**src/rtl/spi_xfer_arbiter_if.sv**
```systemverilog
`default_nettype none
// +----------------------------------------------------------------------+
// | spi_xfer_arbiter_if : requester + SPI-master signal bundle             |
// | Rev 1.0                                                                |
// +----------------------------------------------------------------------+
interface spi_xfer_arbiter_if #(
  parameter int NREQ = 4,
  parameter int DW   = 8
);
  localparam int IDW = $clog2(NREQ);

  logic [NREQ-1:0]    req;
  logic [NREQ*DW-1:0] req_data;
  logic [NREQ-1:0]    gnt;
  logic               busy;
  logic               rsp_valid;
  logic [IDW-1:0]     rsp_id;
  logic [DW-1:0]      rsp_data;
  logic               rsp_err;
  logic               spi_start;
  logic [DW-1:0]      spi_din;
  logic [DW-1:0]      spi_dout;
  logic               spi_cs;

  // master is the arbiter; slave is everything around it (requesters, SPI master)
  modport master (
    input  req, req_data, spi_dout, spi_cs,
    output gnt, busy, rsp_valid, rsp_id, rsp_data, rsp_err, spi_start, spi_din
  );

  modport slave (
    output req, req_data, spi_dout, spi_cs,
    input  gnt, busy, rsp_valid, rsp_id, rsp_data, rsp_err, spi_start, spi_din
  );
endinterface
`default_nettype wire

```
**src/rtl/spi_xfer_arbiter.sv**
```systemverilog
`default_nettype none
// +----------------------------------------------------------------------+
// | spi_xfer_arbiter : round-robin sharing of one SPI master, with CS watchdog |
// | Rev 1.0                                                                |
// +----------------------------------------------------------------------+
module spi_xfer_arbiter #(
  parameter int NREQ    = 4,
  parameter int DW      = 8,
  parameter int TIMEOUT = 255
) (
  input  wire logic          clk,
  input  wire logic          reset_n,
  spi_xfer_arbiter_if.master bus
);
  localparam int             IDW       = $clog2(NREQ);
  localparam logic [7:0]     C_TIMEOUT = 8'(TIMEOUT);
  localparam logic [IDW-1:0] C_LAST    = IDW'(NREQ - 1);

  typedef enum logic [2:0] {
    S_IDLE    = 3'd0,
    S_LAUNCH  = 3'd1,
    S_WAIT_LO = 3'd2,
    S_WAIT_HI = 3'd3,
    S_DONE    = 3'd4
  } state_t;

  state_t          state_q, state_d;
  logic [IDW-1:0]  ptr_q, ptr_d;
  logic            cs_q, cs_d;
  logic [7:0]      cnt_q, cnt_d;
  logic [NREQ-1:0] gnt_q, gnt_d;
  logic [IDW-1:0]  id_q, id_d;
  logic [DW-1:0]   din_q, din_d;
  logic [DW-1:0]   data_q, data_d;
  logic            err_q, err_d;

  logic            sel_found;
  logic [IDW-1:0]  sel_idx;
  logic [IDW-1:0]  cand;

  // Scan downward so the lowest offset from ptr wins.
  always_comb begin
    sel_found = 1'b0;
    sel_idx   = '0;
    cand      = '0;
    for (int k = NREQ - 1; k >= 0; k--) begin
      cand = IDW'((int'(ptr_q) + k) % NREQ);
      if (bus.req[cand]) begin
        sel_found = 1'b1;
        sel_idx   = cand;
      end
    end
  end

  always_comb begin
    state_d = state_q;
    ptr_d   = ptr_q;
    cs_d    = bus.spi_cs;
    cnt_d   = cnt_q;
    gnt_d   = gnt_q;
    id_d    = id_q;
    din_d   = din_q;
    data_d  = data_q;
    err_d   = err_q;
    case (state_q)
      S_IDLE: begin
        if (sel_found) begin
          state_d        = S_LAUNCH;
          gnt_d          = '0;
          gnt_d[sel_idx] = 1'b1;
          id_d           = sel_idx;
          din_d          = bus.req_data[sel_idx*DW +: DW];
          data_d         = '0;
          err_d          = 1'b0;
        end
      end
      S_LAUNCH: begin
        cnt_d   = '0;
        state_d = S_WAIT_LO;
      end
      S_WAIT_LO: begin
        if (!bus.spi_cs) begin
          cnt_d   = '0;
          state_d = S_WAIT_HI;
        end else if (cnt_q == C_TIMEOUT) begin
          err_d   = 1'b1;
          data_d  = '0;
          state_d = S_DONE;
        end else begin
          cnt_d = cnt_q + 8'd1;
        end
      end
      S_WAIT_HI: begin
        // A completed CS rise wins over a coincident watchdog expiry.
        if (bus.spi_cs && !cs_q) begin
          data_d  = bus.spi_dout;
          state_d = S_DONE;
        end else if (cnt_q == C_TIMEOUT) begin
          err_d   = 1'b1;
          data_d  = '0;
          state_d = S_DONE;
        end else begin
          cnt_d = cnt_q + 8'd1;
        end
      end
      S_DONE: begin
        gnt_d   = '0;
        ptr_d   = (id_q == C_LAST) ? '0 : id_q + 1'b1;
        state_d = S_IDLE;
      end
      default: state_d = S_IDLE;
    endcase
  end

  always_ff @(posedge clk or negedge reset_n) begin
    if (!reset_n) begin
      state_q <= S_IDLE;
      ptr_q   <= '0;
      cs_q    <= 1'b1;
      cnt_q   <= '0;
      gnt_q   <= '0;
      id_q    <= '0;
      din_q   <= '0;
      data_q  <= '0;
      err_q   <= 1'b0;
    end else begin
      state_q <= state_d;
      ptr_q   <= ptr_d;
      cs_q    <= cs_d;
      cnt_q   <= cnt_d;
      gnt_q   <= gnt_d;
      id_q    <= id_d;
      din_q   <= din_d;
      data_q  <= data_d;
      err_q   <= err_d;
    end
  end

  assign bus.gnt       = gnt_q;
  assign bus.busy      = (state_q != S_IDLE);
  assign bus.rsp_valid = (state_q == S_DONE);
  assign bus.rsp_id    = id_q;
  assign bus.rsp_data  = data_q;
  assign bus.rsp_err   = err_q;
  assign bus.spi_start = (state_q == S_LAUNCH);
  assign bus.spi_din   = din_q;

endmodule
`default_nettype wire

```
**src/flat_wrapper.sv**
```systemverilog
// flat-port wrapper written by rule: the top's interface ports become plain ports
module spi_xfer_arbiter_flat 
#(
  parameter int NREQ    = 4,
  parameter int DW      = 8,
  parameter int TIMEOUT = 255
)
  (clk, reset_n, bus_req, bus_req_data, bus_spi_dout, bus_spi_cs, bus_gnt, bus_busy, bus_rsp_valid, bus_rsp_id, bus_rsp_data, bus_rsp_err, bus_spi_start, bus_spi_din);
  spi_xfer_arbiter_if #(.NREQ(NREQ), .DW(DW)) bus_i ();
  input  wire logic clk;
  input  wire logic reset_n;
  input wire logic [$bits(bus_i.req)-1:0] bus_req;
  input wire logic [$bits(bus_i.req_data)-1:0] bus_req_data;
  input wire logic [$bits(bus_i.spi_dout)-1:0] bus_spi_dout;
  input wire logic [$bits(bus_i.spi_cs)-1:0] bus_spi_cs;
  output wire logic [$bits(bus_i.gnt)-1:0] bus_gnt;
  output wire logic [$bits(bus_i.busy)-1:0] bus_busy;
  output wire logic [$bits(bus_i.rsp_valid)-1:0] bus_rsp_valid;
  output wire logic [$bits(bus_i.rsp_id)-1:0] bus_rsp_id;
  output wire logic [$bits(bus_i.rsp_data)-1:0] bus_rsp_data;
  output wire logic [$bits(bus_i.rsp_err)-1:0] bus_rsp_err;
  output wire logic [$bits(bus_i.spi_start)-1:0] bus_spi_start;
  output wire logic [$bits(bus_i.spi_din)-1:0] bus_spi_din;
  assign bus_i.req = bus_req;
  assign bus_i.req_data = bus_req_data;
  assign bus_i.spi_dout = bus_spi_dout;
  assign bus_i.spi_cs = bus_spi_cs;
  assign bus_gnt = bus_i.gnt;
  assign bus_busy = bus_i.busy;
  assign bus_rsp_valid = bus_i.rsp_valid;
  assign bus_rsp_id = bus_i.rsp_id;
  assign bus_rsp_data = bus_i.rsp_data;
  assign bus_rsp_err = bus_i.rsp_err;
  assign bus_spi_start = bus_i.spi_start;
  assign bus_spi_din = bus_i.spi_din;
  spi_xfer_arbiter #(.NREQ(NREQ), .DW(DW), .TIMEOUT(TIMEOUT)) u_core (.clk(clk), .reset_n(reset_n), .bus(bus_i));
endmodule
```
**config.mk**
```make
export PLATFORM = sky130hd
export DESIGN_NAME = spi_xfer_arbiter_flat
export DESIGN_NICKNAME = d
export VERILOG_FILES = /design/src/rtl/spi_xfer_arbiter_if.sv /design/src/rtl/spi_xfer_arbiter.sv /design/src/flat_wrapper.sv
export SDC_FILE = /design/constraint.sdc
export NUM_CORES = 1
export LEC_CHECK = 0
export BUFFER_PORTS_ARGS = -buffer_cell sky130_fd_sc_hd__buf_4
export CAP_MARGIN = 10
export CORE_ASPECT_RATIO = 0.5
export CORE_MARGIN = 2
export CORE_UTILIZATION = 52
export DETAILED_ROUTE_END_ITERATION = 8
export PLACE_DENSITY = 0.82
export SLEW_MARGIN = 20
export SYNTH_ARGS = -nofsm -noshare
export SYNTH_HDL_FRONTEND = slang
export SYNTH_SLANG_ARGS = --single-unit
```
**constraint.sdc**
```tcl
create_clock -name clk -period 4.75 [get_ports clk]
set_clock_uncertainty 0.2 [all_clocks]
set_input_delay 0.2375 -clock clk [delete_from_list [all_inputs] [get_ports clk]]
set_output_delay 0.2375 -clock clk [all_outputs]
set_load 0.01 [all_outputs]
```
---- Word level (Yosys, flattened, before mapping) ----
Index checks and enable logic that the tools add are counted.
word-level totals
  register bits after elaboration ......... 37
  bits of input ports ..................... 47
  output and inout port bits .............. 26
cells by class
  $add $sub $neg .......................... 5
  order comparisons ....................... 6
  eq/ne operators ......................... 9
  shifts and indexed selects .............. 1
  muxes and demuxes ....................... 40
  reduce and logical (&&, ||, !) cells .... 13
operators by type and width
  kind                 count
  $mux 8               7
  $pmux 8 s3           2
  $shiftx 32x6->8      1
  $lt 2x3->1 const B   5
  $mux 1               13
  $mux 3               4
  $pmux 3 s4           1
  $mux 2               5
  $reduce_bool 3->1    3
  $add 8x1->8 const B  1
  $bmux 1 s2           4
  $eq 8x8->1 const B   1
  $pmux 4 s2           1
  $eq 3x2->1 const B   2
  $reduce_and 2->1     3
  $add 2x1->2 const B  2
  $add 2x2->2 const B  2
  $mux 4               1
  $ne 2x2->1 const B   2
  $reduce_and 4->1     1
  $eq 3x1->1 const B   1
  $eq 3x3->1 const B   1
  $logic_not 3->1      1
  $pmux 1 s3           1
  8 further kinds      9

---- Depth between registers and ports, before layout ----
  depth after elaboration ................. 13
  depth in mapped cells ................... 7
  mapped depth without buffers ............ 6

---- Worst setup path before layout ----
No wires, ideal clock.
  path kind ............................... register to register
  start point ............................. register u_core.state_q[2]
  end point ............................... register u_core.din_q[6], in the netlist u_core.bus.spi_din[6]
  setup time .............................. 0.086 ns
  arrival ................................. 1.685 ns
  setup slack ............................. 2.779 ns
  stages on the path, launching flop included .. 8
  path buffers ............................ 3
  cell sequence ........................... dfrtp_1 -> buf_6 -> or3_4 -> or2_1 -> buf_6 -> or2_0 -> buf_6 -> o221ai_2
on the way
  cells in the longest elaborated chain, start to end .. 2
ends and longest elaborated chain
  what                        line                     source
  from (decl)                 spi_xfer_arbiter.sv:27   state_t state_q, state_d;
  from (signal assigned)      spi_xfer_arbiter.sv:127  state_q <= state_d;
  $logic_not 3->1             spi_xfer_arbiter.sv:65   case (state_q)
  $reduce_and 2->1 (no line)  --
  to (signal assigned)        spi_xfer_arbiter.sv:133  din_q <= din_d;
  to (decl)                   spi_xfer_arbiter.sv:33   logic [DW-1:0] din_q, din_d;
No other way between the ends.
A chain may end at the register's enable or synchronous reset.

---- Worst setup path after layout ----
  start point ............................. register u_core.state_q[0]
  end point ............................... register u_core.din_q[4], in the netlist u_core.bus.spi_din[4]
The elaborated chain is that of the path after synthesis.

==> out/metrics.yaml <==
outcome: "finished clean"
setup_tns_ps: 0
grt_pass1_wl_microns: 7470
cts.clk_slew.worst_paths_ps: 70
clk_path_buf_depth: 2
slew_headroom_pct: 27.2
finalHoldViolations: 0
cts_sinks: 37
ys_ff_latch: 37
dieHeight_microns: 46.8
ys.flop_type: "dfrtp_1"
htreeDepth: 2
synth-async-reset-ratio_pct: 100
ant_nets: 0
cpPeakStageDelay_ps: 500
routed_wl_microns: 4920
fin_crit_sh_pct: 51.2
place_congestion: 0.765
grt_start_max_net_pins: 38
root_buffer: "clkbuf_8"
dr_total_vias: 1742
r2r_start: "u_core.state_q[0]$_DFFE_PN0P_"
syn_inst: 181
worstSetupStartpointType: "register"
fmax_ghz: 0.411
area_growth_pct: 38.2
cp-end-kind: "register"
synth_commonest_cells: "dfrtp_1 (36), mux2i_1 (17), nand2_1 (17)"
viasPerCell: 5.64
gr-usage-all-layers_pct: 24.2
min_from: "bus_spi_dout[0]"
drc: 0
synth_area_leaders: "dfrtp_1 (47%), mux2i_1 (9.0%), a22o_1 (3.7%), nand2_1 (3.4%), o221ai_1 (3.2%)"
worstPathMaxFanout: 19
avgSynthCellArea_sq_um: 10.5
rsz0062_at_grt: "false"
setup_slack_ps: 2320
vdd_drop_max_mv: 0.318
max-cap-violations: 0
ys_seq_area_share_pct: 48.8
setup_viol: 0
grt-ovfl-total: 0
nNetsFinal: 307
period_needed_ps: 2430
powerDensity_nw_per_um2: 515
ios: 73
synth_most_common_cell: "dfrtp_1"
final_max_slew_viol_count: 0
layout-drive-gt1-share_pct: 32.9
diodes: 0
cts_buffers: 5
clk_latency_ps: 280
path_cells: "or3_4 -> or2_1 -> or2_0 -> o221ai_1"
post-route-util_pct: 75.7
grt_pass1_vias: 1585
port_buffers: 72
wire_per_inst_microns: 15.9
dp_hpwl_microns: 3310
dr.pass1.iters: 4
core_sq_um: 3470
worstPathRequired_ps: 4730
yosysTopAreaCellShare_pct: 47.4
slowest_stage: "dfrtp_1"
worstSetupPathType: "reg -> reg"
cts_tree: "done"
pre_cts_slack_ps: 2170
dieWidth_microns: 89.5
yosys.area.top_type: "dfrtp_1"
cts_resized: 0
dieArea_sq_um: 4180
rows: 15
finalPower_w: 0.00135
crit_family: "simple AND/OR/NAND/NOR gates"
initial_core_util_pct: 54.7
synth_fp_nets: 230
netlist_area_sq_um: 1900
hold_class: "in -> reg"
crit_start: "u_core.state_q[0]$_DFFE_PN0P_"
p_leak_nw: 1.32
yosys_warnings: 0
crit_buf_inv: 0
drt-initial-drc-count: 35
post_cts_buffers: 0
crit_arrival_ps: 2410
synth_edf_count: 0
antenna_found_initial: 0
worstMarginPinSlew_ps: 1080
ys_types: 46
state kept, by name, indices dropped and copies added, names as in the netlist:
| signal | cells |
|---|---|
| u_core.bus.gnt | 4 |
| u_core.bus.rsp_data | 8 |
| u_core.bus.rsp_err | 1 |
| u_core.bus.rsp_id | 2 |
| u_core.bus.spi_din | 8 |
| u_core.cnt_q | 8 |
| u_core.cs_q | 1 |
| u_core.ptr_q | 2 |
| u_core.state_q | 3 |
where the power goes:
part / switching (W) / internal, W
combinational: 0.000314 / 0.000306
clock: 0.000101 / 0.000115
sequential: 0.0000939 / 0.000423
total: 0.000509 / 0.000845
per-stage QoR:
stage	instances	area [sq um]	hold slack (ps)
detailed placement	293	2450	23.4
global placement	293	2450	18.7
CTS	309	2620	31.9
finish	309	2630	39.4
global route	309	2630	29.2
floorplan	181	1900	-258
layer usage:
layer,vias up,track usage [%],routed length (microns)
li1,824,-,-
met1,845,29.9,2070
met2,63,43.1,2460
met3,10,6.68,332
met4,0,7.46,65
met5,-,0,0
layout by cell type, fill, tap and decap left out, types with 6 or more instances in the layout:
master,netlist,layout
clkbuf_8,0,6
nand3_1,6,6
mux2i_1,17,17
o221ai_1,7,7
dlygate4sd3_1,0,9
nand2_1,17,17
a22o_1,8,8
nor2_1,11,11
dfrtp_1,36,36
a21oi_1,11,11
buf_4,1,72
path summary, 6_finish.rpt:
check | to | slack (ps) | cells past startpoint
worst max-delay path | u_core.bus.spi_din[4]$_DFFE_PN0P_ | 2320 | 4
min in group asynchronous | u_core.cnt_q[6]$_DFFE_PN0P_ | 250 | 2
worst min-delay path | u_core.bus.rsp_data[0]$_DFFE_PN0P_ | 40 | 2
max in group asynchronous | u_core.cs_q$_DFF_PN1_ | 3760 | 2
worst min register to register | u_core.bus.spi_din[5]$_DFFE_PN0P_ | 290 | 2
worst max register to register | u_core.bus.spi_din[4]$_DFFE_PN0P_ | 2320 | 4
timing repair:
item | in CTS | in global routing
setup endpoints to repair | 0 | 0
hold buffers | 9 | 0
endpoints found under the hold margin | 45 | 0
cell families (layout without fill, tap and decap cells):
kind of cell,Yosys count,after routing,synth area share [%]
muxes,18,18,9.55
adders and majority gates,2,2,1.32
buffers and inverters,16,93,4.74
AOI/OAI and AO/OA,45,45,18.1
xor gates and xnor gates,4,4,1.84
DFF,37,37,48.8
and+or+nand+nor,59,59,15.7
final cells by class:
type / instances / area, sq um
Multi-Input combinational cell: 128 / 901
Sequential cell: 37 / 927
Timing Repair Buffer: 81 / 631
Inverter: 5 / 18.8
Clock buffer: 7 / 86.3
Fill cell: 242 / 845
Tap cell: 51 / 63.8
(Power assumes the default switching activity.)
